===== src/rtl/writeback_pkg.sv =====
// writeback_pkg: shared definitions for the writeback stage.
//   - wselector bit positions (PC redirect, register write, float bank)
//   - register index constants
//   - stage state enum and the commit request record
//   - next_pc helper
package writeback_pkg;

   localparam int unsigned WSEL_PC  = 2;
   localparam int unsigned WSEL_REG = 1;
   localparam int unsigned WSEL_FLT = 0;

   localparam logic [4:0] REG_ZERO = 5'd0;
   localparam logic [4:0] REG_SP   = 5'd29;
   localparam logic [4:0] REG_RA   = 5'd31;

   typedef enum logic {
      StInit,
      StRun
   } wb_state_e;

   typedef struct packed {
      logic [2:0]  wsel;
      logic [31:0] data;
      logic [4:0]  rd;
      logic [31:0] pc;
      logic [31:0] pc_target;
   } wb_req_t;

   // Redirect targets are forced word-aligned; the sequential path wraps mod 2^32.
   function automatic logic [31:0] next_pc(input wb_req_t req);
      if (req.wsel[WSEL_PC]) begin
         return {req.pc_target[31:2], 2'b00};
      end
      return req.pc + 32'd4;
   endfunction

endpackage


===== src/rtl/writeback_regbank.sv =====
// regbank: 32 x 32-bit register bank.
//   clk              core clock
//   we/waddr/wdata   synchronous write port; writes to index 0 are dropped
//   raddr_a/rdata_a  asynchronous read port A (index 0 reads zero)
//   raddr_b/rdata_b  asynchronous read port B (index 0 reads zero)
// No reset: the writeback init sweep clears every entry after reset.
module regbank
   import writeback_pkg::*;
(
   input  logic        clk,
   input  logic        we,
   input  logic [4:0]  waddr,
   input  logic [31:0] wdata,
   input  logic [4:0]  raddr_a,
   output logic [31:0] rdata_a,
   input  logic [4:0]  raddr_b,
   output logic [31:0] rdata_b
);

   logic [31:0] mem [32];

   always_ff @(posedge clk) begin
      if (we && (waddr != REG_ZERO)) begin
         mem[waddr] <= wdata;
      end
   end

   assign rdata_a = (raddr_a == REG_ZERO) ? 32'h0 : mem[raddr_a];
   assign rdata_b = (raddr_b == REG_ZERO) ? 32'h0 : mem[raddr_b];

endmodule


===== src/rtl/writeback.sv =====
// writeback: final pipeline stage. Commits execute results to the integer or
// float bank, computes the next PC and pulses done. Owns both register banks
// and serves the decode stage's two combinational read ports.
//   clk, rstn                       clock, async active-low reset
//   enable                          execute result valid (one-cycle strobe)
//   wselector[2:0]                  {redirect, reg write, float bank}
//   data, rd, pc, pc_target         commit payload
//   rs_no/fmode1, rt_no/fmode2      read indices and bank selects
//   rs_data, rt_data                combinational read data
//   pc_next                         PC for fetch
//   done                            one-cycle commit acknowledge
//   ready                           high once the init sweep has finished
// Optional feature: define WB_BYPASS_EN to forward a same-cycle register write
// to a matching read port.
module writeback
   import writeback_pkg::*;
#(
   parameter logic [31:0] PC_INIT = 32'h0000_0000,
   parameter logic [31:0] SP_INIT = 32'h003f_fffc
) (
   input  logic        clk,
   input  logic        rstn,
   input  logic        enable,
   input  logic [2:0]  wselector,
   input  logic [31:0] data,
   input  logic [4:0]  rd,
   input  logic [31:0] pc,
   input  logic [31:0] pc_target,
   input  logic [4:0]  rs_no,
   input  logic [4:0]  rt_no,
   input  logic        fmode1,
   input  logic        fmode2,
   output logic [31:0] rs_data,
   output logic [31:0] rt_data,
   output logic [31:0] pc_next,
   output logic        done,
   output logic        ready
);

   wb_state_e   state_q, state_d;
   logic [4:0]  init_idx_q, init_idx_d;
   logic        ready_q, ready_d;
   logic        done_q;
   logic [31:0] pc_next_q;
   logic        pend_q, pend_d;
   wb_req_t     pend_req_q, pend_req_d;

   wb_req_t     in_req;
   wb_req_t     cm_req;
   logic        cm_valid;
   logic        cm_reg_wr;

   logic        int_we, flt_we;
   logic [4:0]  int_waddr, flt_waddr;
   logic [31:0] int_wdata, flt_wdata;
   logic [31:0] int_rs, int_rt, flt_rs, flt_rt;

   assign in_req = '{wsel: wselector, data: data, rd: rd, pc: pc, pc_target: pc_target};

   // Next state and commit selection. A pending request captured during INIT
   // commits first; an enable arriving in that same cycle takes its place in
   // the pending slot so it is not lost.
   always_comb begin
      state_d    = state_q;
      init_idx_d = init_idx_q;
      ready_d    = ready_q;
      pend_d     = pend_q;
      pend_req_d = pend_req_q;
      cm_valid   = 1'b0;
      cm_req     = in_req;
      unique case (state_q)
         StInit: begin
            init_idx_d = init_idx_q + 5'd1;
            if (init_idx_q == REG_RA) begin
               state_d = StRun;
               ready_d = 1'b1;
            end
            if (enable) begin
               pend_d     = 1'b1;
               pend_req_d = in_req;
            end
         end
         StRun: begin
            if (pend_q) begin
               cm_valid = 1'b1;
               cm_req   = pend_req_q;
               pend_d   = enable;
               if (enable) begin
                  pend_req_d = in_req;
               end
            end else if (enable) begin
               cm_valid = 1'b1;
            end
         end
         default: begin
            state_d = StInit;
         end
      endcase
   end

   assign cm_reg_wr = cm_valid && cm_req.wsel[WSEL_REG] && (cm_req.rd != REG_ZERO);

   // Bank write ports: the init sweep owns both banks until RUN.
   always_comb begin
      if (state_q == StInit) begin
         int_we    = 1'b1;
         flt_we    = 1'b1;
         int_waddr = init_idx_q;
         flt_waddr = init_idx_q;
         int_wdata = (init_idx_q == REG_SP) ? SP_INIT : 32'h0;
         flt_wdata = 32'h0;
      end else begin
         int_we    = cm_reg_wr && !cm_req.wsel[WSEL_FLT];
         flt_we    = cm_reg_wr && cm_req.wsel[WSEL_FLT];
         int_waddr = cm_req.rd;
         flt_waddr = cm_req.rd;
         int_wdata = cm_req.data;
         flt_wdata = cm_req.data;
      end
   end

   regbank u_int_bank (
      .clk     (clk),
      .we      (int_we),
      .waddr   (int_waddr),
      .wdata   (int_wdata),
      .raddr_a (rs_no),
      .rdata_a (int_rs),
      .raddr_b (rt_no),
      .rdata_b (int_rt)
   );

   regbank u_flt_bank (
      .clk     (clk),
      .we      (flt_we),
      .waddr   (flt_waddr),
      .wdata   (flt_wdata),
      .raddr_a (rs_no),
      .rdata_a (flt_rs),
      .raddr_b (rt_no),
      .rdata_b (flt_rt)
   );

   always_comb begin
      rs_data = fmode1 ? flt_rs : int_rs;
      rt_data = fmode2 ? flt_rt : int_rt;
`ifdef WB_BYPASS_EN
      if (cm_reg_wr && (cm_req.wsel[WSEL_FLT] == fmode1) && (cm_req.rd == rs_no)) begin
         rs_data = cm_req.data;
      end
      if (cm_reg_wr && (cm_req.wsel[WSEL_FLT] == fmode2) && (cm_req.rd == rt_no)) begin
         rt_data = cm_req.data;
      end
`endif
      // Banks are mid-sweep during INIT, so their contents are not yet valid.
      if (state_q == StInit) begin
         rs_data = 32'h0;
         rt_data = 32'h0;
      end
   end

   always_ff @(posedge clk or negedge rstn) begin
      if (!rstn) begin
         state_q    <= StInit;
         init_idx_q <= 5'd0;
         ready_q    <= 1'b0;
         done_q     <= 1'b0;
         pc_next_q  <= PC_INIT;
         pend_q     <= 1'b0;
         pend_req_q <= '0;
      end else begin
         state_q    <= state_d;
         init_idx_q <= init_idx_d;
         ready_q    <= ready_d;
         done_q     <= cm_valid;
         pend_q     <= pend_d;
         pend_req_q <= pend_req_d;
         if (cm_valid) begin
            pc_next_q <= next_pc(cm_req);
         end
      end
   end

   assign pc_next = pc_next_q;
   assign done    = done_q;
   assign ready   = ready_q;

endmodule


===== config.mk =====
export PLATFORM = sky130hd
export DESIGN_NAME = writeback
export DESIGN_NICKNAME = d
export VERILOG_FILES = /design/src/rtl/writeback_pkg.sv /design/src/rtl/writeback_regbank.sv /design/src/rtl/writeback.sv
export SDC_FILE = /design/constraint.sdc
export NUM_CORES = 2
export LEC_CHECK = 0
export BUFFER_PORTS_ARGS = -buffer_cell sky130_fd_sc_hd__buf_2
export CAP_MARGIN = 20
export CORE_MARGIN = 2
export CORE_UTILIZATION = 45
export CTS_BUF_LIST = sky130_fd_sc_hd__clkbuf_4
export DETAILED_ROUTE_END_ITERATION = 10
export SLEW_MARGIN = 20
export SYNTH_ARGS = -nofsm -noshare
export SYNTH_HDL_FRONTEND = slang
export SYNTH_HIERARCHICAL = 1
export SYNTH_SLANG_ARGS = --single-unit

===== constraint.sdc =====
create_clock -name clk -period 5.1 [get_ports clk]
set_input_delay 0.51 -clock clk [delete_from_list [all_inputs] [get_ports clk]]
set_output_delay 0.51 -clock clk [all_outputs]
set_load 0.03 [all_outputs]

==> qor.txt <==
Post-synth ARST share - 0.0653
vias in the first global route - 69600
Area growth, synth to finish - 16.1%
CP Data Required Time - 4590 ps
Setup Crit Path Kind - register to output pin
CTS tree - done
startpoint types - register
initial antenna violation count - 7
VDD IR max - 0.261 mV
CTS clk-pin slew, worst paths - 80 ps
minimum clock period - 4630 ps
Area after DPL - 112000 µm²
most common cell after layout, fill and taps aside - edfxtp_1
sequential share of the synthesized area - 0.622
RSZ-0062 raised after global routing - false
Die X - 486 µm
IO Port Bufs - 214
gr ovfl total - 0
CTS root buffer - clkbuf_4
clock latency at the later pin of the worst-skew pair - 1440 ps
FF-to-FF End - u_flt_bank/mem[3][29]
Mapped Area - 105000 µm²
row cnt - 177
crit share post-route - 0.909
Vias - 68500
Max stage delay on crit path - 980 ps
cell count after synthesis - 6013
Longest Clk Path Bufs - 4
gpl congestion - 0.882
Post-synth EDFFs - 2048
Worst Setup SP - u_int_bank/mem[22][22]
most frequent cells in the layout - edfxtp_1, clkbuf_4, mux2i_1, mux4_2, buf_4
largest net degree at the start of global routing - 101
Initial Utilization - 0.451
Hold Violations, Final - 0
reg2reg path depth - 7
CTS Buf Count - 601
Slowest cell on crit path - a311oi_1
boundary pin count - 217
PwrDens - 324 nW/µm²
GR Util All Layers - 0.299
share of layout cells above drive strength 1 - 0.336
fin area - 122000 µm²
final wirelength - 358000 µm
Setup crit end - rs_data[22]
synth unique cells - 65
P_leak - 41.8 nW
# H-tree levels - 6
maxcap violations - 0
first-pass GRT wire length - 501000 µm
core area - 232000 µm²
Syn Area/Cell - 17.4 µm²
Worst Tran Pin Value - 1180 ps
CP top delay family - compound AO/OA/AOI/OAI gates
Slew Limit Fails - 0
Layout Nets - 7126
PostCTS Resize Cnt - 0
drt first-iter violations - 8811
via/cell ratio - 6.55
most used cell, CP - mux2i_1
reg-to-reg critical path startpoint - pend_q
status - finished clean
post-CTS setup buffer count - 0
hold buffers post-CTS - 239
CTS Sinks - 2191
Slew Limit Headroom - 0.191
fmax - 0.216 GHz
Initial DRT Pass Iterations - 6
Finished Layout Cells - 10500
wire per inst - 34.2 µm
dpl cells - 9204
HP Class - primary input to register
Most used DFF post-synth - edfxtp_1
crit-path max FO - 2
Ys Warns - 6
worst-path cell chain - mux2i_1 > a221oi_1 > o21ai_0 > a311oi_1 > mux2i_1 > nor2_1 > buf_2
synthesis-stage register bit count - 2191
CP Capture Type - output pin
Post-route DRC - 0
DIE HEIGHT - 486 µm
DRT antenna net count - 0
detailed placement HPWL - 214000 µm
post-route clock skew - 140 ps
worst path bufs/invs - 1
total negative slack - 0 ps
stages on the worst setup path - 7
WP data arrival - 4120 ps
flop2flop setup slack - 1110 ps
Setup violations, final - 0
die area - 236000 µm²
where the power goes:
| group | total [W] | switching, W | internal (W) |
|---|---|---|---|
| combinational | 0.00417 | 0.00256 | 0.00161 |
| sequential | 0.0200 | 0.000125 | 0.0199 |
| clock | 0.0153 | 0.00742 | 0.00784 |
| total | 0.0394 | 0.0101 | 0.0293 |
logic make-up (layout without fill, tap and decap cells):
family	Yosys count	after routing	share of synthesized area
AOI/OAI and AO/OA	881	881	0.0628
xor gates and xnor gates	26	26	0.00218
adders and majority gates	4	4	0.000478
buffers and inverters	506	1841	0.0254
DFF	2191	2191	0.622
muxes	1725	1725	0.256
other	2	77	0.0000718
and+or+nand+nor	678	678	0.0312
through the flow:
step	setup WS (ps)	hold WS (ps)	util	power (W)
2_1_floorplan	900	214	-	0.0227
3_3_place_gp	712	440	0.482	0.0243
3_5_place_dp	695	451	0.482	0.0243
4_1_cts	421	2.71	0.523	0.0396
5_1_grt	288	28.7	0.524	0.0408
6_report	467	108	0.524	0.0394
final cells by class:
class                      count  area, µm²
antenna                       13       32.5
clock buffer                 816       6130
clock inverter               194       1000
fill                       18900     110000
inverter                       9       43.8
multi-input combinational   3378      38200
sequential                  2191      65100
tap                         3043       3810
timing repair buffer         822       7220
worst min path at each step:
stage            startpoint          end  slack (ps)  depth (start not counted)
2_1_floorplan          rstn         done         210                          0
3_3_place_gp          ready        ready         440                          1
3_5_place_dp          ready        ready         450                          1
4_1_cts              pc[13]  pc_next[13]           3                          5
5_1_grt        wselector[2]   pc_next[0]          30                          4
6_report             pc[13]  pc_next[13]         110                          5
tightest hold or removal path, delay by kind of cell:
family          cells  cell delay [ps]
mux                 1              120
buf+inv             2              640
compound gates      1               90
xor+xnor            1              150
flip-flops by register name, summed over array words and instances, names as in the netlist:
name,flops
pc_next,32
init_idx_q,5
ready,1
u_int_bank/mem,1024
state_q,1
pend_q,1
pend_req_q,102
done,1
u_flt_bank/mem,1024
Yosys cell counts (106+ instances only):
| master | instances | area (µm²) |
|---|---|---|
| buf_4 | 106 | 796 |
| o21ai_0 | 158 | 791 |
| nand2_1 | 236 | 886 |
| nor2_1 | 182 | 683 |
| buf_2 | 121 | 606 |
| mux2i_1 | 782 | 7830 |
| a22oi_1 | 128 | 961 |
| mux2_2 | 237 | 2670 |
| o221ai_1 | 129 | 1130 |
| a211oi_1 | 128 | 961 |
| clkbuf_1 | 233 | 875 |
| edfxtp_1 | 2048 | 61500 |
| mux4_2 | 596 | 13400 |
| mux4_1 | 108 | 2840 |
| dfrtp_1 | 143 | 3580 |
per-layer routing:
metal | wire length [µm] | vias to the layer above | GRT usage
li1 | - | 27700 | -
met1 | 137000 | 35700 | 0.404
met2 | 162000 | 4354 | 0.454
met3 | 39700 | 845 | 0.0676
met4 | 19700 | 6 | 0.158
met5 | 41 | - | 0
(Power assumes the default switching activity.)
